## src/rtl/cm_cmd_sequencer.sv

```systemverilog
// Command sequencer: parses 5-byte packets from an RX FIFO, writes pixel memory
// and stages display config that is applied only on a VSync frame edge.
module cm_cmd_sequencer #(
  parameter int          ADDR_W  = 12,
  parameter logic [7:0]  HDR     = 8'hA5,
  parameter int          TIMEOUT = 1024
) (
  input  logic              clk,
  input  logic              rst,
  input  logic              Empty,
  input  logic [7:0]        RXD_Data,
  output logic              Read,
  input  logic              VSync,
  output logic              Vertical_Split,
  output logic              Horizontal_Split,
  output logic              VGA_debug,
  output logic              Mem_WE,
  output logic [ADDR_W-1:0] Mem_Addr,
  output logic [7:0]        Mem_Data,
  output logic              Busy,
  output logic              Err
);
  localparam int TW = $clog2(TIMEOUT);

  typedef enum logic [2:0] {S_HDR, S_OP, S_AHI, S_ALO, S_CHK, S_EXEC} state_t;

  state_t              state_q;
  logic [7:0]          op_q, ahi_q, alo_q;
  logic [2:0]          shadow_q, active_q;
  logic [ADDR_W-1:0]   ptr_q, addr_q;
  logic [7:0]          data_q;
  logic                we_q, err_q, vs_q, fe_q;
  logic [TW-1:0]       tmo_q;

  logic                rd_d, in_pkt_d, tmo_hit_d, op_ok_d;
  logic [7:0]          chk_d;

  assign rd_d      = ~Empty & ~rst & (state_q != S_EXEC);
  assign in_pkt_d  = (state_q == S_OP) || (state_q == S_AHI) ||
                     (state_q == S_ALO) || (state_q == S_CHK);
  // Fires on the idle cycle where the counter would reach TIMEOUT-1.
  assign tmo_hit_d = in_pkt_d && !rd_d && (tmo_q == TW'(TIMEOUT - 2));
  assign chk_d     = op_q ^ ahi_q ^ alo_q;
  assign op_ok_d   = (op_q == 8'h01) || (op_q == 8'h02) || (op_q == 8'h03);

  always_ff @(posedge clk) begin
    if (rst) begin
      state_q  <= S_HDR;
      op_q     <= '0;
      ahi_q    <= '0;
      alo_q    <= '0;
      shadow_q <= '0;
      active_q <= '0;
      ptr_q    <= '0;
      addr_q   <= '0;
      data_q   <= '0;
      we_q     <= 1'b0;
      err_q    <= 1'b0;
      vs_q     <= 1'b0;
      fe_q     <= 1'b0;
      tmo_q    <= '0;
    end else begin
      vs_q  <= VSync;
      fe_q  <= VSync & ~vs_q;
      // Old shadow wins if a CFG completes on the same edge.
      if (fe_q) active_q <= shadow_q;
      we_q  <= 1'b0;
      err_q <= 1'b0;
      if (rd_d || !in_pkt_d) tmo_q <= '0;
      else                   tmo_q <= tmo_q + 1'b1;

      case (state_q)
        S_HDR: if (rd_d && RXD_Data == HDR) state_q <= S_OP;
        S_OP: begin
          if (rd_d) begin
            op_q    <= RXD_Data;
            state_q <= S_AHI;
          end else if (tmo_hit_d) begin
            err_q   <= 1'b1;
            state_q <= S_HDR;
          end
        end
        S_AHI: begin
          if (rd_d) begin
            ahi_q   <= RXD_Data;
            state_q <= S_ALO;
          end else if (tmo_hit_d) begin
            err_q   <= 1'b1;
            state_q <= S_HDR;
          end
        end
        S_ALO: begin
          if (rd_d) begin
            alo_q   <= RXD_Data;
            state_q <= S_CHK;
          end else if (tmo_hit_d) begin
            err_q   <= 1'b1;
            state_q <= S_HDR;
          end
        end
        S_CHK: begin
          if (rd_d) begin
            if (RXD_Data == chk_d && op_ok_d) begin
              state_q <= S_EXEC;
              case (op_q)
                8'h01:   shadow_q <= alo_q[2:0];
                8'h02:   ptr_q    <= ADDR_W'({ahi_q, alo_q});
                default: begin
                  we_q   <= 1'b1;
                  addr_q <= ptr_q;
                  data_q <= alo_q;
                end
              endcase
            end else begin
              err_q   <= 1'b1;
              state_q <= S_HDR;
            end
          end else if (tmo_hit_d) begin
            err_q   <= 1'b1;
            state_q <= S_HDR;
          end
        end
        S_EXEC: begin
          if (op_q == 8'h03) ptr_q <= ptr_q + 1'b1;
          state_q <= S_HDR;
        end
        default: state_q <= S_HDR;
      endcase
    end
  end

  assign Read             = rd_d;
  assign Vertical_Split   = active_q[0];
  assign Horizontal_Split = active_q[1];
  assign VGA_debug        = active_q[2];
  assign Mem_WE           = we_q;
  assign Mem_Addr         = addr_q;
  assign Mem_Data         = data_q;
  assign Err              = err_q;
  assign Busy             = (state_q != S_HDR);
endmodule

```

## config.mk

```make
export PLATFORM = sky130hd
export DESIGN_NAME = cm_cmd_sequencer
export DESIGN_NICKNAME = d
export VERILOG_FILES = /design/src/rtl/cm_cmd_sequencer.sv
export SDC_FILE = /design/constraint.sdc
export NUM_CORES = 1
export LEC_CHECK = 0
export ABC_AREA = 1
export CORE_MARGIN = 2
export CORE_UTILIZATION = 30
export DETAILED_ROUTE_END_ITERATION = 8
export GPL_ROUTABILITY_DRIVEN = 0
export PLACE_DENSITY = 0.47
export SLEW_MARGIN = 20
export SYNTH_ARGS = -nofsm -noshare
export SYNTH_HDL_FRONTEND = slang
export SYNTH_SLANG_ARGS = --single-unit
```

## constraint.sdc

```tcl
create_clock -name clk -period 2.8 [get_ports clk]
set_input_delay 0.56 -clock clk [delete_from_list [all_inputs] [get_ports clk]]
set_output_delay 0.56 -clock clk [all_outputs]
set_load 0.02 [all_outputs]
```

==> results.txt <==
Synth warnings -> 0
Nets -> 641
Max Slew Vio Count -> 0
Hold Buf Count CTS -> 0
Synth Instances -> 582
CP arrival -> 2.05 ns
Yosys top cell by area -> dfxtp_1
Fin Setup TNS -> 0 ns
Ys flop type -> dfxtp_1
WP data required -> 2.24 ns
Fin area -> 0.00486 mm²
Clock sink count -> 79
Global Route Usage Sum -> 0.147
CP Launch Type -> input pin
PwrDens -> 533 mW/mm²
Worst-path clk slew -> 0.06 ns
DP HPWL -> 7250 µm
Area occupied by multi-input gates -> 0.00192 mm²
Clock Tree Root -> clkbuf_16
Leak Pwr -> 2.06 nW
Maxcap violations -> 0
Crit path kind -> input pin to primary output
Final hold viol count -> 0
Layout cells sized above 1 -> 0.106
CP Max Fanout -> 4
Port Buffer Count -> 38
Mapped cell area -> 0.00396 mm²
Largest cells by area after synthesis -> dfxtp_1 (40%), nand2_1 (14%), inv_1 (7.6%)
Final Setup Violations -> 0
Final setup margin -> 0.194 ns
Layout area overhead -> 23.0%
DR WL/cell -> 12.0 µm
Worst-margin pin slew -> 0.590 ns
Core area -> 0.0127 mm²
Vias per cell -> 4.46
Remaining DRCs -> 0
Vias in the first global route -> 3397
Largest net degree at the start of global routing -> 24
Placed cell areas -> 0.00452 mm²
Post-DRT Antenna Nets -> 0
Deepest clock path buffer count -> 2
Final period utilization -> 0.931
Post-route minimum period -> 2.61 ns
Total grt overflow -> 0
Post_cts resized -> 0
Worst rel slew slack -> 0.604
Setup WS pre-CTS -> 0.118 ns
Status -> complete, no violations
Post-synth top area share -> 0.400
FILL cells -> 1392
Post-synth EDFFs -> 0
RSZ-0062 raised after global routing -> no
Layout Skew -> 0.00670 ns
First-pass DRT Iterations -> 4
Clock buffer count from CTS -> 9
CTS tree -> built
Initial Utilization -> 0.311
Vias -> 3580
Register area share after synthesis -> 0.400
Diode count -> 0
Synth cell types -> 36
Post-CTS setup repair buffer count -> 0
Max Fclk -> 384 MHz
Row cnt -> 41
Max H-tree Level -> 3
Most common cell after layout, fill and taps aside -> nand2_1
Initial antenna violation count -> 0
Die area -> 0.0141 mm²
Most frequent cells in the layout -> nand2_1 (151), inv_1 (80), dfxtp_1 (79), o21ai_0 (56), nor2_1 (51)
FF+latch count, synth -> 79
DRT iter0 DRCs -> 164
Average size of a mapped cell -> 6.80 µm²
# IOs -> 39
Post-Route WL -> 9640 µm
Register area -> 0.00158 mm²
Peak supply drop -> 0.303 mV
Syn nets -> 597
Async set-reset flop share out of synthesis -> 0
Clock latency at the later pin of the worst-skew pair -> 0.35 ns
Hold Crit Class -> flop to flop
Die Height -> 119 µm
Setup crit end kind -> primary output
Die W -> 119 µm
First-pass GRT wire length -> 16400 µm
[synthesized netlist by cell type, types with 2 or more instances]
cell type,count
nor2_1,51
clkbuf_1,7
or2_2,2
nand2_2,4
xor2_1,3
nand3_1,23
nor2_4,2
o21a_1,5
a21oi_2,15
nor2_2,3
dfxtp_1,79
a211oi_1,2
xnor2_1,3
nor4_1,3
inv_1,80
o21ai_0,56
inv_2,10
nor3_1,6
nand4_1,10
a21oi_1,47
nand2_1,151
buf_6,4
ha_1,3
[cells by family after synthesis]
logic type	after synthesis	synth area share
XOR/XNOR	6	0.0133
AND/OR/NAND/NOR	259	0.281
buffers and inverters	107	0.115
AO/OA/AOI/OAI	128	0.182
flip-flops	79	0.400
adder cells (fa/ha/maj)	3	0.00949
[metal layers]
metal	up-vias	wire length, µm	share of wire	GRT usage
met5	-	0	0	0
met4	0	218	0.023	0.0677
met3	13	401	0.042	0.0297
met2	45	4480	0.46	0.244
met1	1577	4540	0.47	0.184
li1	1945	-	-	-
[final timing paths]
| path | startpoint | endpoint | slack (ns) | depth (start not counted) |
|---|---|---|---|---|
| min reg2reg | vs_q$_SDFF_PP0_ | fe_q$_SDFF_PP0_ | 0.44 | 1 |
| min | vs_q$_SDFF_PP0_ | fe_q$_SDFF_PP0_ | 0.44 | 1 |
| max | Empty | Read | 0.19 | 5 |
| max reg2reg | alo_q[1]$_SDFFE_PP0P_ | Mem_Data[4]$_SDFFE_PP0P_ | 0.85 | 12 |
[state kept, by name, summed over array words and instances, names as in the netlist]
name and cells:
ahi_q 8, shadow_q 3, fe_q 1, Mem_Data 8
active_q 3, ptr_q 12, alo_q 8, vs_q 1
Err 1, Mem_Addr 12, state_q 3, tmo_q 10
op_q 8, Mem_WE 1
[critical path: stages]
cell and delay, ns:
clkdlybuf4s50_1 0.43, nor2_1 0.24, nand2_2 0.09, inv_1 0.11
clkdlybuf4s50_1 0.62
[stage by stage]
step	instances	utilization	power, mW	hold WS, ns
after floorplan	582	-	1.21	0.373
after CTS	803	0.382	2.63	0.446
after global routing	803	0.382	2.69	0.447
final	803	0.382	2.59	0.436
after global placement	787	0.355	1.25	0.434
after detailed placement	787	0.355	1.26	0.442
[report_power, final]
part / leakage (nW) / switching [mW] / internal [mW]
combinational: 1.26 / 0.0573 / 0.0408
clock: 0.166 / 0.489 / 0.874
sequential: 0.637 / 0.00255 / 1.13
total: 2.06 / 0.549 / 2.04
[final cells by class]
type | count | share of cell area
multi-input cells | 396 | 0.395
flip-flops and latches | 79 | 0.325
repair buffers | 48 | 0.0936
inverters | 92 | 0.0712
clock buffers | 9 | 0.0463
well taps | 172 | 0.0442
clock inverters | 7 | 0.0247
Power figures use the tool's default switching activity.
